==> src/rtl/alu_sequencer.sv <==
// alu_sequencer: steps an external 8-bit ALU datapath through ADD, SHIFT,
// COUNT and LOGIC commands and returns the captured result on a valid/ready
// response channel. Strobes and the response are registered. cmd_ready and
// busy are decoded directly from the state.
module alu_sequencer #(
    parameter int LEN_W  = 4,
    parameter int DATA_W = 8
) (
    input  logic              i_clk,
    input  logic              i_rst_n,
    input  logic              i_cmd_valid,
    output logic              o_cmd_ready,
    input  logic [1:0]        i_cmd_op,
    input  logic [DATA_W-1:0] i_cmd_a,
    input  logic [DATA_W-1:0] i_cmd_b,
    input  logic              i_cmd_cin,
    input  logic [LEN_W-1:0]  i_cmd_len,
    output logic [DATA_W-1:0] o_alu_x,
    output logic [DATA_W-1:0] o_alu_y,
    output logic              o_alu_L,
    output logic              o_alu_En,
    output logic [1:0]        o_alu_s,
    input  logic [DATA_W-1:0] i_alu_f,
    input  logic              i_alu_cout,
    output logic              o_rsp_valid,
    input  logic              i_rsp_ready,
    output logic [DATA_W-1:0] o_rsp_data,
    output logic              o_rsp_cout,
    output logic              o_busy
);

    localparam logic [1:0] OP_ADD   = 2'b00;
    localparam logic [1:0] OP_SHIFT = 2'b01;
    localparam logic [1:0] OP_COUNT = 2'b10;
    localparam logic [1:0] OP_LOGIC = 2'b11;

    typedef enum logic [2:0] {
        S_IDLE   = 3'd0,
        S_LOAD   = 3'd1,
        S_RUN    = 3'd2,
        S_SAMPLE = 3'd3,
        S_RESP   = 3'd4
    } state_t;

    state_t            r_state;
    state_t            w_state_nxt;
    logic [DATA_W-1:0] r_alu_x;
    logic [DATA_W-1:0] r_alu_y;
    logic [1:0]        r_alu_s;
    logic              r_cin;
    logic              r_alu_L;
    logic              r_alu_En;
    logic              r_rsp_valid;
    logic [DATA_W-1:0] r_rsp_data;
    logic              r_rsp_cout;
    logic [LEN_W-1:0]  r_cnt;

    logic              w_accept;
    logic [1:0]        w_op;
    logic              w_cin;
    logic              w_run_last;
    logic              w_capture;
    logic              w_alu_L_nxt;
    logic              w_alu_En_nxt;
    logic              w_rsp_valid_nxt;

    // A zero run length still runs for one cycle.
    function automatic logic [LEN_W-1:0] eff_len(input logic [LEN_W-1:0] len);
        return (len == '0) ? LEN_W'(1) : len;
    endfunction

    // ADD and LOGIC finish after a single RUN cycle with no SAMPLE phase.
    function automatic logic is_single(input logic [1:0] op);
        return (op == OP_ADD) || (op == OP_LOGIC);
    endfunction

    assign o_cmd_ready = (r_state == S_IDLE);
    assign o_busy      = (r_state != S_IDLE);
    assign w_accept    = i_cmd_valid && (r_state == S_IDLE);

    // In IDLE the incoming command decides the next strobes. Later the latched copy decides them.
    assign w_op        = (r_state == S_IDLE) ? i_cmd_op  : r_alu_s;
    assign w_cin       = (r_state == S_IDLE) ? i_cmd_cin : r_cin;
    assign w_run_last  = (r_cnt <= LEN_W'(1));
    assign w_capture   = ((r_state == S_RUN) && w_run_last && is_single(r_alu_s)) ||
                         (r_state == S_SAMPLE);

    // State register
    always_ff @(posedge i_clk or negedge i_rst_n) begin
        if (!i_rst_n) r_state <= S_IDLE;
        else          r_state <= w_state_nxt;
    end

    // Next-state selection
    always_comb begin
        w_state_nxt = r_state;
        case (r_state)
            S_IDLE:   if (w_accept) w_state_nxt = (i_cmd_op == OP_COUNT) ? S_LOAD : S_RUN;
            S_LOAD:   w_state_nxt = S_RUN;
            S_RUN:    if (w_run_last) w_state_nxt = is_single(r_alu_s) ? S_RESP : S_SAMPLE;
            S_SAMPLE: w_state_nxt = S_RESP;
            S_RESP:   if (i_rsp_ready) w_state_nxt = S_IDLE;
            default:  w_state_nxt = S_IDLE;
        endcase
    end

    // Output decode: the value each registered strobe takes in the coming state
    always_comb begin
        w_alu_L_nxt     = 1'b0;
        w_alu_En_nxt    = 1'b0;
        w_rsp_valid_nxt = 1'b0;
        case (w_state_nxt)
            S_LOAD: begin
                w_alu_L_nxt  = 1'b1;
                w_alu_En_nxt = 1'b1;
            end
            S_RUN: begin
                w_alu_L_nxt  = (w_op == OP_ADD) && w_cin;
                w_alu_En_nxt = (w_op == OP_COUNT);
            end
            S_RESP:  w_rsp_valid_nxt = 1'b1;
            default: ;
        endcase
    end

    // Registered datapath strobes and response valid
    always_ff @(posedge i_clk or negedge i_rst_n) begin
        if (!i_rst_n) begin
            r_alu_L     <= 1'b0;
            r_alu_En    <= 1'b0;
            r_rsp_valid <= 1'b0;
        end else begin
            r_alu_L     <= w_alu_L_nxt;
            r_alu_En    <= w_alu_En_nxt;
            r_rsp_valid <= w_rsp_valid_nxt;
        end
    end

    // Command latch. Operands and op select stay fixed for the whole command.
    always_ff @(posedge i_clk or negedge i_rst_n) begin
        if (!i_rst_n) begin
            r_alu_x <= '0;
            r_alu_y <= '0;
            r_alu_s <= 2'b00;
            r_cin   <= 1'b0;
        end else if (w_accept) begin
            r_alu_x <= i_cmd_a;
            r_alu_y <= i_cmd_b;
            r_alu_s <= i_cmd_op;
            r_cin   <= i_cmd_cin;
        end
    end

    // RUN length down-counter. It leaves RUN at 1 and then parks at 0.
    always_ff @(posedge i_clk or negedge i_rst_n) begin
        if (!i_rst_n) begin
            r_cnt <= '0;
        end else if (w_accept) begin
            r_cnt <= is_single(i_cmd_op) ? LEN_W'(1) : eff_len(i_cmd_len);
        end else if ((r_state == S_RUN) && (r_cnt != '0)) begin
            r_cnt <= r_cnt - LEN_W'(1);
        end
    end

    // Result capture. The value is held stable through RESP and afterwards.
    always_ff @(posedge i_clk or negedge i_rst_n) begin
        if (!i_rst_n) begin
            r_rsp_data <= '0;
            r_rsp_cout <= 1'b0;
        end else if (w_capture) begin
            r_rsp_data <= i_alu_f;
            r_rsp_cout <= (r_alu_s == OP_ADD) && i_alu_cout;
        end
    end

    assign o_alu_x     = r_alu_x;
    assign o_alu_y     = r_alu_y;
    assign o_alu_s     = r_alu_s;
    assign o_alu_L     = r_alu_L;
    assign o_alu_En    = r_alu_En;
    assign o_rsp_valid = r_rsp_valid;
    assign o_rsp_data  = r_rsp_data;
    assign o_rsp_cout  = r_rsp_cout;

endmodule

==> config.mk <==
export PLATFORM = sky130hd
export DESIGN_NAME = alu_sequencer
export DESIGN_NICKNAME = d
export VERILOG_FILES = /design/src/rtl/alu_sequencer.sv
export SDC_FILE = /design/constraint.sdc
export NUM_CORES = 1
export LEC_CHECK = 0
export CELL_PAD_IN_SITES_DETAIL_PLACEMENT = 1
export CELL_PAD_IN_SITES_GLOBAL_PLACEMENT = 1
export CORE_UTILIZATION = 30
export DETAILED_ROUTE_END_ITERATION = 7
export HOLD_SLACK_MARGIN = 0.05
export PLACE_DENSITY_LB_ADDON = 0.1
export SLEW_MARGIN = 20
export SYNTH_ARGS = -nofsm -noshare
export SYNTH_HDL_FRONTEND = slang
export SYNTH_SLANG_ARGS = --single-unit
==> constraint.sdc <==
create_clock -name i_clk -period 4.4 [get_ports i_clk]
set_clock_uncertainty 0.05 [all_clocks]
set_input_delay 0.88 -clock i_clk [delete_from_list [all_inputs] [get_ports i_clk]]
set_output_delay 0.88 -clock i_clk [all_outputs]
set_load 0.02 [all_outputs]
==> results of run 1 <==
[sequential cells by signal, indices dropped and copies added (netlist names)]
name         flops
r_cin            1
r_state          3
o_rsp_data       8
r_cnt            4
o_alu_s          2
o_rsp_cout       1
o_alu_x          8
o_rsp_valid      1
o_alu_En         1
o_alu_y          8
o_alu_L          1
[worst max-delay path, delay by kind of cell, from the launching register on]
family,cells,cell delay (ns)
buf+inv,1,0.68
flops,1,0.47
simple gates,1,0.42
[area by class of cell]
class / count / area [µm²] / area share [%]
inverter: 11 / 41.3 / 1.59
multi-input combinational: 79 / 752 / 29.0
tap: 72 / 90.1 / 3.47
sequential: 38 / 951 / 36.6
timing repair buffer: 67 / 666 / 25.7
clock buffer: 6 / 82.6 / 3.18
clock inverter: 2 / 12.5 / 0.482
[through the flow]
stage / cell area [µm²] / utilization, % / total power, W / cells
after global placement: 2500 / 44.3 / 0.00175 / 267
after global routing: 2590 / 46.0 / 0.00216 / 275
final: 2590 / 46.0 / 0.00201 / 275
after detailed placement: 2500 / 44.3 / 0.00178 / 267
after CTS: 2590 / 46.0 / 0.00204 / 275
after floorplan: 1790 / - / 0.00136 / 133
[report_power, final]
group,switching [W],internal (W)
combinational,0.000493,0.000613
sequential,0.000128,0.000525
clock,0.000128,0.000126
total,0.000749,0.00126
[worst paths after layout]
path                               startpoint             to  slack, ns  depth (start not counted)
worst min register to register  o_rsp_data[4]  o_rsp_data[4]       0.46                          1
max in group asynchronous             i_rst_n     o_alu_x[2]       3.13                          1
min in group asynchronous             i_rst_n  o_rsp_data[6]       0.64                          1
worst max-delay path               r_state[2]    o_cmd_ready       1.61                          2
worst min-delay path            o_rsp_data[4]  o_rsp_data[4]       0.46                          1
worst max register to register     r_state[2]       r_cnt[0]       2.26                          4
[metal layers]
metal | share of wire, % | GRT usage [%] | routed length (µm) | up-vias
li1 | - | - | - | 598
met1 | 44 | 16.6 | 1750 | 606
met2 | 48 | 23.2 | 1890 | 54
met3 | 6.9 | 4.60 | 272 | 5
met4 | 1.3 | 6.00 | 53 | 0
met5 | 0 | 0 | 0 | -
[cell usage in the layout (no fill, tap or decap)]
master                             n
sky130_fd_sc_hd__mux2_2            8
sky130_fd_sc_hd__nand2_1           4
sky130_fd_sc_hd__xnor2_1           1
sky130_fd_sc_hd__inv_1            11
sky130_fd_sc_hd__nor2b_1           1
sky130_fd_sc_hd__o21ai_1           2
sky130_fd_sc_hd__xor2_1            2
sky130_fd_sc_hd__a21oi_1           9
sky130_fd_sc_hd__o31ai_1           3
sky130_fd_sc_hd__dfrtp_1          38
sky130_fd_sc_hd__mux2i_1           2
sky130_fd_sc_hd__clkinvlp_4        1
sky130_fd_sc_hd__nor4_2            1
sky130_fd_sc_hd__nand2_2           1
sky130_fd_sc_hd__nor3_1            2
sky130_fd_sc_hd__nor3_4            1
sky130_fd_sc_hd__mux2_4           18
sky130_fd_sc_hd__a31oi_1           1
sky130_fd_sc_hd__nor3b_1           1
sky130_fd_sc_hd__or3b_4            1
sky130_fd_sc_hd__o211a_1           1
sky130_fd_sc_hd__nor2_1            3
sky130_fd_sc_hd__nor3b_2           1
sky130_fd_sc_hd__ha_1              5
sky130_fd_sc_hd__a31o_2            2
sky130_fd_sc_hd__nor2_2            1
sky130_fd_sc_hd__clkinv_2          1
sky130_fd_sc_hd__clkbuf_8          6
sky130_fd_sc_hd__nand4b_1          1
sky130_fd_sc_hd__clkdlybuf4s50_1  66
sky130_fd_sc_hd__buf_2             1
sky130_fd_sc_hd__a21oi_2           1
sky130_fd_sc_hd__a211o_1           1
sky130_fd_sc_hd__nor4_1            1
sky130_fd_sc_hd__and2_4            1
sky130_fd_sc_hd__nand3_1           3
[kinds of logic (layout without fill, tap and decap cells)]
group	Yosys count	after routing	synth area share, %
DFF	38	38	53.1
muxes	28	28	21.2
and+or+nand+nor	23	23	8.60
AOI/OAI and AO/OA	20	20	7.20
buffers and inverters	16	86	4.89
adders and majority gates	5	5	3.49
xor gates and xnor gates	3	3	1.47
==> run metrics, run 1 <==
result of the run=finished clean; Fin. Hold Viols=0; count of final max-slew check failures=0; clock tree from TritonCTS=built; worst slew margin relative to its limit=44.1%; Vias/cell=4.59; ranking of synthesized cells by area=sky130_fd_sc_hd__dfrtp_1 (53%), sky130_fd_sc_hd__mux2_4 (15%), sky130_fd_sc_hd__mux2_2 (5.0%); type of the worst setup path=flop to output pin; leak pwr=1.16 nW; final critical-path share of the clock period=63.4%; cell taking the most area after synthesis=sky130_fd_sc_hd__dfrtp_1; slowest cell on the critical path=sky130_fd_sc_hd__clkdlybuf4s50_1; root buffer cell=sky130_fd_sc_hd__clkbuf_8; Die ar.=0.00628 mm²; number of antenna violations at the first check in global routing=0; delay of the slowest cell on the worst path=0.68 ns; CP Capture Type=output pin; average cell area after synthesis=13.5 µm²; Yosys reg bits=38; Yosys cell types=34; wire length of the first global-routing pass=6660 µm; H-tree lvl count=2; post-detailed-route DRC marker count=0; clock net sink count=38; part of the Yosys area used for sequential elements=53.1%; number of filler cells placed in the layout=609; pin count of the biggest net entering global routing=39; worst setup margin=1.61 ns; Layout Area Growth over Synthesis=44.9%; cell-by-cell trace of the critical path=nor3_4, clkdlybuf4s50_1; largest fanout on the critical path=8; maximum count of clock buffers along a single path=2; Hold Buf Count CTS=0; total detailed-routing wirelength=3970 µm; starting density of the core=31.7%; post-detailed-route count of antenna-violating nets=0; peak supply drop=241 µV; number of standard cells after synthesis=133; final critical path time including I/O delays and setup=2.79 ns; number of antenna repair diodes=0; share of the synthesized area in the top cell type=53.1%; data required time of the critical path=3.47 ns; Main synth FF type=sky130_fd_sc_hd__dfrtp_1; top-level I/O count=68; clock-pin slew of the registers on the worst-case setup and hold paths=0.08 ns; total via count after detailed routing=1263; share of layout cells above drive strength 1=22.2%; Post-synth top cells=sky130_fd_sc_hd__dfrtp_1 (38), sky130_fd_sc_hd__mux2_4 (18), sky130_fd_sc_hd__inv_1 (11); height of the die=79.3 µm; setup slack after placement=1.79 ns; vias in the first global route=1431; maxcap violations=0; Synth async-reset ratio=100%; Critical Path Start Type=flop; clock latency on the worst-skew pair=0.29 ns; 1st-pass router iterations=4; Syn Std Cell Area=0.00179 mm²; worst hold slack across all endpoints=0.462 ns; total negative setup slack=0 ns; most numerous cell in the Yosys netlist=sky130_fd_sc_hd__dfrtp_1; syn nets=174; arrival time worst endpoint=1.86 ns; post-CTS repair timing setup buffer count=0; yosys warns=0; maximum frequency from static timing analysis=358 MHz; floorplan core area=0.00564 mm²; CTS resizes=0; Worst-Margin Slew=0.839 ns; cts bufs inserted=5; number of I/O port buffers=67; Horiz. Die Dim=79.3 µm; # nets final=243; DR WL/cell=14.4 µm; type of the worst min-delay path=flop to flop; setup repair after global routing missed its margin=no; power per standard cell area=776 mW/mm²; residual overflow from global routing=0; Setup-failing EPs final=0; Global Route Usage Sum=14.0%; Detailed Place HPWL=2860 µm; Initial DRC Count=51; number of placement rows=27; number of enable flip-flop cells after synthesis=0; gp weighted congestion=0.700
Power figures use the tool's default switching activity.
==> run 2, diff against run 1 <==
Clock period 4.4 ns to 2.6 ns, I/O delays scaled along.
==> run metrics, run 2 (same netlist as run 1, synthesis figures left out) <==
Total Power Consumption=0.00342 W (+70%); total negative setup slack=0 ns (unchanged); maxcap violations=0 (unchanged); top-level I/O count=68 (unchanged); floorplan core area=0.00564 mm² (unchanged); Hold Buf Count CTS=0 (unchanged); Initial DRC Count=30 (-41%); data required time of the critical path=2.03 ns (-1.44 ns); post-detailed-route count of antenna-violating nets=0 (unchanged); # nets final=245 (+0.82%); peak supply drop=568 µV (+140%); arrival time worst endpoint=1.65 ns (-0.21 ns); CP Capture Type=output pin; post-layout instance count excluding filler cells=277 (+0.73%); most used cells in the layout excluding fill and tap cells=sky130_fd_sc_hd__clkdlybuf4s50_1 (66), sky130_fd_sc_hd__dfrtp_1 (38), sky130_fd_sc_hd__mux2_4 (18); residual overflow from global routing=0 (unchanged); Logic pwr share=55.6% (+0.6 points); register share of total power=32.5% (about the same); Layout Area Growth over Synthesis=45.6%; leading cell type in the layout, fill and taps excluded=sky130_fd_sc_hd__clkdlybuf4s50_1; 1st-pass router iterations=4 (unchanged); Setup-failing EPs final=0 (unchanged); Critical Path Start Type=flop; Die ar.=0.00628 mm² (unchanged); cts bufs inserted=5 (unchanged); switching part of the total=37.1% (-0.13 points); H-tree lvl count=2 (unchanged); number of antenna violations at the first check in global routing=0 (unchanged); post-detailed-route DRC marker count=0 (unchanged); Worst-Margin Slew=0.837 ns (-0.00175 ns); Detailed Place HPWL=3180 µm (+11%); capturing element of the worst setup path=o_cmd_ready; leak pwr=1.17 nW (+0.90%); number of I/O port buffers=67 (unchanged); CTS resizes=0 (unchanged); starting density of the core=31.7% (unchanged); Fin. Hold Viols=0 (unchanged); Placed Instance Area=0.00251 mm² (+0.60%); maximum count of clock buffers along a single path=2 (unchanged); height of the die=79.3 µm (unchanged); largest fanout on the critical path=6 (-2); Vias/cell=4.59 (about the same); clock tree from TritonCTS=built; number of placement rows=27 (unchanged); clock-pin slew of the registers on the worst-case setup and hold paths=0.07 ns (about the same); result of the run=finished clean; total detailed-routing wirelength=4120 µm (+3.9%); root buffer cell=sky130_fd_sc_hd__clkbuf_8; DR WL/cell=14.9 µm (+3.2%); wire length of the first global-routing pass=6840 µm (+2.8%); clock power share=11.9% (-0.7 points); launch point of the worst reg-to-reg path=o_alu_s[1]; Inst Count DP=269 (+0.75%); final critical path time including I/O delays and setup=2.22 ns; setup repair after global routing missed its margin=no; maximum frequency from static timing analysis=451 MHz; worst reg-to-reg path cell count=5 (+1); Global Route Usage Sum=14.3% (+0.28 points); cell internal power dissipation=0.00215 W (+70%); final critical-path share of the clock period=85.3%; share of layout cells above drive strength 1=22.4% (+0.27 points); Worst setup startpoint=r_state[2]; count of final max-slew check failures=0 (unchanged); R2R setup slack=0.47 ns (-1.79 ns); vias in the first global route=1410 (-1.5%); clock latency on the worst-skew pair=0.28 ns (about the same); post-CTS repair timing setup buffer count=0 (unchanged); clock net sink count=38 (unchanged); type of the worst setup path=flop to output pin; number of filler cells placed in the layout=614 (+0.82%); final design instance area without fill=0.00261 mm² (+0.43%); type of the worst min-delay path=input port to async pin; pin count of the biggest net entering global routing=39 (unchanged); terminus of the critical flop-to-flop path=o_rsp_data[1]; total via count after detailed routing=1272 (+0.71%); number of antenna repair diodes=0 (unchanged); power per standard cell area=1310 mW/mm² (+69%); gp weighted congestion=0.720 (+2.9%); worst slew margin relative to its limit=44.2% (+0.12 points); Horiz. Die Dim=79.3 µm (unchanged); net switching power figure=0.00127 W (+69%)
[run 2: changes by cell type in the layout (fill, tap and decap cells not counted), sizes merged]
cell,change
clkbuf,+1
clkinvlp,-1
buf,+2
[run 2: metrics by stage]
| stage | util (%) | setup slack (ns) | hold WS, ns |
|---|---|---|---|
| floorplan | - | 0.623 | 0.174 |
| global placement | 44.6 | 0.446 | 0.437 |
| detailed placement | 44.6 | 0.320 | 0.446 |
| CTS | 46.2 | 0.348 | 0.320 |
| global route | 46.2 | 0.296 | 0.341 |
| finish | 46.2 | 0.383 | 0.288 |
[run 2: power by group through the flow]
stage | combinational [W] | sequential [W] | clock [W]
final | 0.00190 | 0.00111 | 0.000406
after global routing | 0.00206 | 0.00116 | 0.000443
after CTS | 0.00193 | 0.00112 | 0.000428
after detailed placement | 0.00192 | 0.00112 | 0
after global placement | 0.00188 | 0.00110 | 0
after floorplan | 0.000945 | 0.00136 | 0
[run 2: layout make-up]
type / instances / area (µm²) / area share (%)
Multi-Input combinational cell: 79 / 752 / 28.9
Inverter: 11 / 41.3 / 1.58
Clock inverter: 1 / 5.00 / 0.192
Timing Repair Buffer: 69 / 681 / 26.1
Sequential cell: 38 / 951 / 36.5
Tap cell: 72 / 90.1 / 3.46
Clock buffer: 7 / 86.3 / 3.31
[run 2: worst min path at each step]
stage	from	endpoint	slack, ns	cells past startpoint
finish	i_rst_n	r_state[2]	0.29	1
global route	i_rst_n	o_rsp_data[7]	0.34	1
CTS	i_rst_n	o_rsp_data[6]	0.32	1
detailed placement	o_rsp_data[6]	o_rsp_data[6]	0.45	1
global placement	r_cin	r_cin	0.44	1
floorplan	i_rst_n	o_alu_En	0.17	0
[run 2: critical path, stage by stage, from the launching register on]
cell and delay [ns]:
sky130_fd_sc_hd__dfrtp_1 0.47, sky130_fd_sc_hd__nor3_4 0.26, sky130_fd_sc_hd__clkdlybuf4s50_1 0.64
[run 2: per-layer routing]
layer	up-vias	wire length (µm)	GRT usage [%]
met3	5	265	3.56
met1	614	1770	17.1
met4	0	55	6.00
met2	51	2030	24.3
met5	-	0	0
li1	602	-	-
